$ cat config.mk
export PLATFORM = sky130hd
export DESIGN_NAME = softmax_result_streamer
export DESIGN_NICKNAME = d
export VERILOG_FILES = /design/src/rtl/softmax_pkg.sv /design/src/rtl/softmax_valid_delay.sv /design/src/rtl/softmax_result_streamer.sv
export SDC_FILE = /design/constraint.sdc
export NUM_CORES = 1
export LEC_CHECK = 0
export ABC_AREA = 1
export CAP_MARGIN = 20
export CORE_MARGIN = 5
export CORE_UTILIZATION = 35
export DETAILED_ROUTE_END_ITERATION = 6
export GPL_TIMING_DRIVEN = 1
export PLACE_DENSITY = 0.68
export RECOVER_POWER = 100
export SLEW_MARGIN = 20
export SYNTH_ARGS = -nofsm -noshare
export SYNTH_HDL_FRONTEND = slang
export SYNTH_SLANG_ARGS = --single-unit
$ cat constraint.sdc
create_clock -name aclk -period 14.1 [get_ports aclk]
set_input_delay 2.115 -clock aclk [delete_from_list [all_inputs] [get_ports aclk]]
set_output_delay 2.115 -clock aclk [all_outputs]
set_load 0.1 [all_outputs]
$ cat src/rtl/softmax_pkg.sv
// Shared sizing constants and stream-state encoding for the softmax datapath
// and its output-side helpers.
package softmax_pkg;

    localparam int SM_N       = 10;
    localparam int SM_W       = 16;
    localparam int SM_IDX_W   = 4;
    localparam int SM_LATENCY = 4;

    typedef enum logic {
        ST_IDLE = 1'b0,
        ST_SEND = 1'b1
    } sm_state_t;

endpackage

$ cat src/rtl/softmax_valid_delay.sv
// Tracks the softmax pipeline latency: a LATENCY-deep valid shift register
// with synchronous clear, so the tap marks the cycle the matching results exist.
module softmax_valid_delay #(
    parameter int LATENCY = 4
) (
    input  logic i_clk,
    input  logic i_clr,
    input  logic i_vld,
    output logic o_vld
);

    logic [LATENCY-1:0] r_vld_p;

    always_ff @(posedge i_clk) begin
        if (i_clr) begin
            r_vld_p <= '0;
        end else begin
            r_vld_p[0] <= i_vld;
            for (int k = 1; k < LATENCY; k++) begin
                r_vld_p[k] <= r_vld_p[k-1];
            end
        end
    end

    assign o_vld = r_vld_p[LATENCY-1];

endmodule

$ cat src/rtl/softmax_result_streamer.sv
// Captures the parallel softmax result vector into one buffer, streams it as
// N AXI-Stream beats with backpressure, and reports the argmax after the last beat.
module softmax_result_streamer
    import softmax_pkg::*;
#(
    parameter int N       = SM_N,
    parameter int W       = SM_W,
    parameter int LATENCY = SM_LATENCY,
    parameter int IDX_W   = SM_IDX_W
) (
    input  logic             aclk,
    input  logic             areset,
    input  logic             x_valid,
    input  logic [N*W-1:0]   result_vec,
    output logic [W-1:0]     m_tdata,
    output logic [IDX_W-1:0] m_tuser,
    output logic             m_tlast,
    output logic             m_tvalid,
    input  logic             m_tready,
    output logic [IDX_W-1:0] argmax,
    output logic             argmax_valid,
    output logic             busy,
    output logic             overrun
);

    localparam logic [IDX_W-1:0] LAST_IDX = IDX_W'(N - 1);

    sm_state_t        r_state, w_state_nxt;
    logic [IDX_W-1:0] r_idx, w_idx_nxt;
    logic [W-1:0]     r_buf [N];
    logic [W-1:0]     r_max;
    logic [IDX_W-1:0] r_max_idx;
    logic [IDX_W-1:0] r_argmax;
    logic             r_argmax_vld;
    logic             r_overrun;

    logic             w_tap;
    logic             w_send;
    logic             w_hs;
    logic             w_last;
    logic             w_free;
    logic             w_cap;
    logic [W-1:0]     w_beat;
    logic             w_upd;
    logic [IDX_W-1:0] w_run_idx;

    softmax_valid_delay #(
        .LATENCY (LATENCY)
    ) u_vld_delay (
        .i_clk (aclk),
        .i_clr (areset),
        .i_vld (x_valid),
        .o_vld (w_tap)
    );

    assign w_send = (r_state == ST_SEND);
    assign w_hs   = w_send && m_tready;
    assign w_last = (r_idx == LAST_IDX);
    // Accepting the final beat frees the buffer in the same cycle, so vectors
    // can stream back-to-back without a bubble.
    assign w_free = !w_send || (w_hs && w_last);
    assign w_cap  = w_tap && w_free;

    assign w_beat    = r_buf[r_idx];
    assign w_upd     = (r_idx == '0) || (w_beat > r_max);
    assign w_run_idx = w_upd ? r_idx : r_max_idx;

    always_comb begin
        w_state_nxt = r_state;
        w_idx_nxt   = r_idx;
        case (r_state)
            ST_IDLE: begin
                if (w_cap) begin
                    w_state_nxt = ST_SEND;
                    w_idx_nxt   = '0;
                end
            end
            ST_SEND: begin
                if (w_hs) begin
                    if (w_last) begin
                        w_idx_nxt   = '0;
                        w_state_nxt = w_cap ? ST_SEND : ST_IDLE;
                    end else begin
                        w_idx_nxt = r_idx + 1'b1;
                    end
                end
            end
            default: begin
                w_state_nxt = ST_IDLE;
                w_idx_nxt   = '0;
            end
        endcase
    end

    always_ff @(posedge aclk) begin
        if (areset) begin
            r_state      <= ST_IDLE;
            r_idx        <= '0;
            r_argmax     <= '0;
            r_argmax_vld <= 1'b0;
            r_overrun    <= 1'b0;
        end else begin
            r_state      <= w_state_nxt;
            r_idx        <= w_idx_nxt;
            r_argmax_vld <= w_hs && w_last;
            if (w_hs && w_last) begin
                r_argmax <= w_run_idx;
            end
            if (w_tap && !w_free) begin
                r_overrun <= 1'b1;
            end
        end
    end

    // Data storage carries no reset; outputs are gated by state instead.
    always_ff @(posedge aclk) begin
        if (w_cap) begin
            for (int i = 0; i < N; i++) begin
                r_buf[i] <= result_vec[i*W +: W];
            end
        end
        if (w_hs) begin
            if (w_upd) begin
                r_max <= w_beat;
            end
            r_max_idx <= w_run_idx;
        end
    end

    assign m_tvalid     = w_send;
    assign m_tdata      = w_send ? w_beat : '0;
    assign m_tuser      = w_send ? r_idx : '0;
    assign m_tlast      = w_send && w_last;
    assign busy         = w_send;
    assign argmax       = r_argmax;
    assign argmax_valid = r_argmax_vld;
    assign overrun      = r_overrun;

endmodule

# After elaboration in Yosys (flattened, before gate mapping)
# Memory sizes are Yosys's and may differ from the RTL's. A register that Yosys moved wholly into a read port is not among the register bits.
# Index checks and enable logic that the tools add are counted.
[totals]
ff_bits = 35
mem_bits_rw = 160
out_inout_bits = 29
elab_cells = 41
memories = 1
[classes]
add_sub_neg = 1
order_cmp = 1
eq_ne = 3
n_mux = 14
n_bitwise = 1
n_reduce_logical = 12
[mem_list]
columns = ["memory", "words", "word_bits", "read_ports", "rd_ports_with_merged_regs", "write_ports", "line_no", "rtl"]
rows = [
  ["r_buf", 10, 16, 1, 1, 10, "softmax_result_streamer.sv:30", "logic [W-1:0] r_buf [N];"],
]
[ops]
columns = ["op", "n"]
rows = [
  ["$mux 4", 7],
  ["$gt 16x16->1", 1],
  ["$mux 16", 1],
  ["$pmux 4 s2", 1],
  ["$logic_and 1x1->1", 5],
  ["$add 4x1->4 const B", 1],
  ["$eq 4x4->1 const B", 1],
  ["$logic_not 4->1", 1],
  ["$mux 1", 4],
  ["$reduce_and 2->1", 2],
  ["$logic_not 1->1", 2],
  ["$logic_or 1x1->1", 2],
  ["$ne 2x1->1 const B", 1],
  ["$ne 2x2->1 const B", 1],
  ["$pmux 1 s2", 1],
  ["$not 1->1", 1],
]

# Longest topological paths before layout
# Gate-level depths: netlist of the first run.
[depth]
ltp_word = 8
ltp_mapped = 24

# Modules after synthesis
# Synthesis of the first run repeated with hierarchy kept, for this count alone.
[unflattened]
cells_unflattened = 651
area_unflattened_um2 = 8309.2
[by_module_without_submodules]
columns = ["mod", "instances", "cells_per_inst", "area_each_um2"]
rows = [
  ["softmax_result_streamer", 1, 639, 8199.1],
  ["softmax_valid_delay", 1, 12, 110.1],
]

# Worst setup path after synthesis of the first run
# No wires, ideal clock.
[synth_path]
kind = "input port to flip-flop"
from = "input port m_tready"
to = "memory r_buf[0][0] (netlist name), enable pin"
arrival_time_ns = 10.193
required_time_ns = 13.368
setup_slack_ns = 3.175
cell_stages = 4
cell_sequence = "nand2_1 nor2_4 inv_2 a21oi_1"
[synth_lines]
columns = ["element", "line_no", "rtl"]
rows = [
  ["from (decl)", "softmax_result_streamer.sv:19", "input logic m_tready,"],
  ["to (decl)", "softmax_result_streamer.sv:30", ""],
]

==> impl_metrics.toml, run 1 <==
[global_routing]
grt_max_degree = 84
grt_use_met1_pct = 20.24
grt.met3_usage_pct = 3.965
busiest_layer = "met2"
grtUsageMet2_pct = 26.42
antenna_found_initial = 0
grt_pass1_wl_mm = 31.40
grt_pass1_vias = 5561
grt.total_usage_pct = 15.58
grt_overflow = 0

[floorplanning]
die_w_um = 164.0
ios = 193
start_util_pct = 35.49
core_area_sq_mm = 0.02340
die-area_sq_mm = 0.02691
die_h_um = 164.0
row_count = 56

[finish]
fillers = 2130
design_area_sq_mm = 0.01102
layout-drive-gt1-share_pct = 4.235
multi_input_area_sq_mm = 0.001963
layout_common_cells = "191 x dlygate4sd3_1, 180 x edfxtp_1, 89 x inv_1"
register_area_sq_mm = 0.005789
final_nets = 1020
syn_to_final_growth_pct = 32.63
fin_util_pct = 47.07
n_antenna_cell = 0
final_common_cell = "dlygate4sd3_1"

[logic_synthesis]
syn_inst = 651
syn_area_per_cell_sq_um = 12.76
synth-seq-area-share_pct = 69.66
synth_fp_nets = 834
synthesis.area_sq_mm = 0.008305
synth_warnings = 0
synth_seq_cells = 199
synth_cell_types = 29

[critical_path]
crit_fanout = 75
rr_startpoint = "r_idx[0]"
crit_path_start_kind = "primary input"
critPathArrivalTime_ns = 8.61
worstSetupPathType = "primary input to register"
crit_start = "m_tready"
endpoint_kind = "register"
worstPathRequired_ns = 14.16

[timing]
tightest_slew_ns = 4.120
relSlewSlack_pct = -174.7
fmax_mhz = 117.0
setup_viol = 0
post-route-period-util_pct = 60.61
hold_viol = 0
fin_hold_ws_ns = 0.4043
rsz0062_at_grt = "no"
fin_setup_tns_ns = 0
drv_slew = 109
fin_skew_ns = 0.01602
finalCriticalPeriod_ns = 8.546

[clock_tree]
clock_path_buffers = 2
postCtsHoldBufs = 0
h-tree-depth = 4
clock_latency_ns = 0.44
cts_resized = 0
root_buffer = "clkbuf_16"
cts.clk_slew.worst_paths_ns = 0.07
cts_buffers = 17
cts_tree = "yes"
cts_setup_buffers = 0
cts.sinks = 199

[place]
place.port_buffers = 192
place_congestion = 0.8043
place_area_sq_mm = 0.01049
dp_hpwl_mm = 14.73

[power_and_ir_drop]
p_leak_uw = 0.004028
p_total_uw = 1178
power.clock.fraction_pct = 39.6
max-vdd-ir-drop_mv = 0.05309
seq_power_share_pct = 55.3
power.share.combinational_pct = 5.2
powerDensity_mw_per_mm2 = 107.0
p_int_uw = 919.0
swShare_pct = 22.02
switchingPower_uw = 259.5

[drt]
drtIter0Drc = 291
postRouteAntennaNets = 0
wl_per_cell_um = 17.50
route.detailed.drc = 0
wirelength_mm = 20.46
dr_total_vias = 5387
dr.pass1.iters = 5
viasPerCell = 4.608

[worst_hold_path]
min_from = "u_vld_delay.r_vld_p[0]"
holdCritPathClass = "register to register"

[status]
status = "complete, but fails checks"
violations = "capacitance limit, slew limit"

[flow_run]
cap_violations = 2
cells by family after synthesis:
kind of cell / count (synthesis) / share of synthesized area [%]
fa+ha+maj: 19 / 2.862
buf+inv: 123 / 6.583
xor+xnor: 1 / 0.1055
compound gates: 159 / 11.15
mux: 32 / 3.857
simple gates: 118 / 5.785
flops: 199 / 69.66
synthesized netlist by cell type (all sizes together):
cell,n,share of area [%]
xnor2,1,0.11
nor3,1,0.060
a21oi,62,3.7
nand3,17,1.0
a21o,1,0.090
nand4,1,0.075
edfxtp,180,65
ha,19,2.9
dfxtp,19,4.6
nor2,26,1.3
mux2i,32,3.9
buf,22,2.0
o21a,1,0.090
clkinv,1,0.045
nand2,73,3.3
o21ai,47,2.8
inv,91,4.1
o211ai,48,4.4
clkbuf,9,0.41
worst max-delay path, cell delays in order:
cell and delay (ns):
dlygate4sd3_1 0.54, nand2_1 0.10, nor2_1 0.53, inv_1 0.19
a21oi_1 1.04, clkbuf_1 2.90, buf_4 1.07
final cells by class:
type | instances | share of cell area (%)
clock buffer | 18 | 3.896
timing repair buffer | 198 | 17.75
clock inverter | 14 | 1.215
sequential | 199 | 52.56
inverter | 92 | 3.135
tap | 319 | 3.623
multi-input combinational | 329 | 17.82
power by group through the flow:
stage | Combinational [uW] | Clock, uW | Sequential (uW)
4_1_cts | 71.1 | 480 | 651
3_3_place_gp | 70.2 | 0 | 664
6_report | 60.7 | 466 | 651
2_1_floorplan | 18.4 | 0 | 665
5_1_grt | 65.8 | 506 | 652
3_5_place_dp | 70.8 | 0 | 665
metal layers:
layer | vias up | part of all wire (%)
met3 | 12 | 5.9
met1 | 2553 | 43
li1 | 2678 | -
met5 | - | 0
met4 | 0 | 0.96
met2 | 144 | 50
worst paths after layout:
check,end,slack (ns),cells past startpoint
max reg2reg,r_buf[5][14],7.02,9
max,r_buf[5][14],5.55,7
min reg2reg,u_vld_delay.r_vld_p[1],0.40,2
min,u_vld_delay.r_vld_p[1],0.40,2
metrics by stage:
step | worst slack, ns | cells
after CTS | 7.738 | 1169
after global routing | 4.931 | 1169
after floorplan | 3.175 | 651
after global placement | 8.288 | 1137
after detailed placement | 8.227 | 1137
final | 5.554 | 1169
flip-flops by register name, summed over array words and instances (netlist names), named ones only:
register	count
r_buf	160
u_vld_delay.r_vld_p	4
overrun	1
argmax	4
busy	1
r_idx	4
r_max_idx	4
r_max	16
argmax_valid	1
Power figures use the tool's default switching activity.
==> inputs of run 2 (changes only) <==
Clock period 14.1 ns to 8.8 ns, I/O delays scaled along.
==> run 2 against run 1 <==
Compared with the run above: count of clock-buffer cells in the layout decreased by 1; power up 61%; the run still ends with capacitance limit, slew limit left; sequential share of layout area is essentially flat; largest cell class unchanged; clock skew down 0.0030 ns; non-clock buffer count unchanged; worst setup slack worse by 3.4 ns.
==> impl_metrics.toml, run 2 (same netlist as run 1, synthesis figures left out) <==
[finish]
regMostFlops = "r_buf"
final_nets = 1020
syn_to_final_growth_pct = 32.74
layout-drive-gt1-share_pct = 4.353
layout_common_cells = "191 x dlygate4sd3_1, 180 x edfxtp_1, 90 x inv_1"
fin_cells = 1171
reg.largest.list = "r_buf: 160 flops, r_max: 16 flops"
final_common_cell = "dlygate4sd3_1"
largest_register_ffs = 160

[global_routing]
antenna_found_initial = 5
grt_pass1_wl_mm = 30.24
grt.total_usage_pct = 15.03
grt_overflow = 0
grt_max_degree = 83
grt_pass1_vias = 5487

[timing]
rsz0062_at_grt = "no"
finalCriticalPeriod_ns = 6.649
tightest_slew_ns = 3.390
fmax_mhz = 150.4
fin_skew_ns = 0.01301
relSlewSlack_pct = -126.0
post-route-period-util_pct = 75.56
hold_viol = 0
fin_hold_ws_ns = 0.4109
setup_viol = 0
fin_setup_tns_ns = 0
drv_slew = 199

[critical_path]
crit_fanout = 33
crit_path_start_kind = "register"
cp_num_buf_inv = 3
worstSetupPathType = "register to output pin"
critPathSlowestCell = "clkbuf_1"
max_stage_delay_ns = 1.24
worstPathRequired_ns = 7.48
critPathArrivalTime_ns = 5.33
endpoint_kind = "output pin"
path_delay_family = "buffers and inverters"
path_cells = "clkbuf_1, inv_1, o21ai_0, o211ai_1, a21oi_1, dlygate4sd3_1"

[drt]
wirelength_mm = 20.07
dr_total_vias = 5413
drtIter0Drc = 285
viasPerCell = 4.623
dr.pass1.iters = 5
route.detailed.drc = 0
wl_per_cell_um = 17.14
postRouteAntennaNets = 0

[clock_tree]
clock_latency_ns = 0.42
h-tree-depth = 4
cts_tree = "yes"
cts_setup_buffers = 0
root_buffer = "clkbuf_16"
cts.sinks = 199
cts.clk_slew.worst_paths_ns = 0.07
cts_buffers = 17
cts_resized = 0
clock_path_buffers = 2
postCtsHoldBufs = 0

[status]
status = "complete, but fails checks"
violations = "capacitance limit, slew limit"

[floorplanning]
start_util_pct = 35.49
die_h_um = 164.0
die_w_um = 164.0
row_count = 56
core_area_sq_mm = 0.02340
ios = 193
die-area_sq_mm = 0.02691

[power_and_ir_drop]
max-vdd-ir-drop_mv = 0.09811
p_leak_uw = 0.004033
p_total_uw = 1900
powerDensity_mw_per_mm2 = 172.3

[place]
dp_hpwl_mm = 14.70
place_congestion = 0.8300
place.port_buffers = 192
dp_cells = 1137

[flow_run]
cap_violations = 4

[worst_hold_path]
holdCritPathClass = "register to register"
## run 2: through the flow
step | instance area [sq um] | setup slack (ns) | utilization, %
6_report | 11020 | 2.151 | 47.11
5_1_grt | 11020 | 1.744 | 47.11
4_1_cts | 11050 | 3.393 | 47.24
3_5_place_dp | 10490 | 3.913 | 44.80
3_3_place_gp | 10490 | 3.897 | 44.80
2_1_floorplan | 8309 | 1.991 | -
## run 2: metal layers
metal	up-vias	global-route usage [%]	wire length (um)
met1	2544	19.35	8487
met2	161	25.27	10130
li1	2682	-	-
met5	-	0	27
met3	22	3.664	1137
met4	4	4.499	292
## run 2: worst register-to-register path, delay by kind of cell, from the launching register on
family,cells,cell delay (ns)
adders and majority gates,1,0.15
and+or+nand+nor,6,0.93
AOI/OAI and AO/OA,3,1.01
DFF,1,0.32
buffers and inverters,3,3.00
## run 2: final cells by class
cell class / instances / area (sq um)
repair buffers: 198 / 1953
multi-input cells: 329 / 1963
well taps: 319 / 399.1
inverters: 92 / 345.3
fillers: 2135 / 12380
flip-flops and latches: 199 / 5789
clock buffers: 17 / 425.4
clock inverters: 15 / 143.9
diodes: 2 / 5.005
## run 2: final timing paths
check                         startpoint                     end  slack [ns]  depth (start not counted)
setup / recovery                register             m_tdata[13]        2.15                          6
hold / removal    u_vld_delay.r_vld_p[1]  u_vld_delay.r_vld_p[2]        0.41                          2
setup reg to reg                register               r_max[15]        3.01                         13
hold reg to reg   u_vld_delay.r_vld_p[1]  u_vld_delay.r_vld_p[2]        0.41                          2
## run 2: power breakdown
group | internal, uW | switching, uW
Clock | 399 | 361
Sequential | 1040 | 4.15
Combinational | 57.2 | 39.6
Total | 1490 | 405
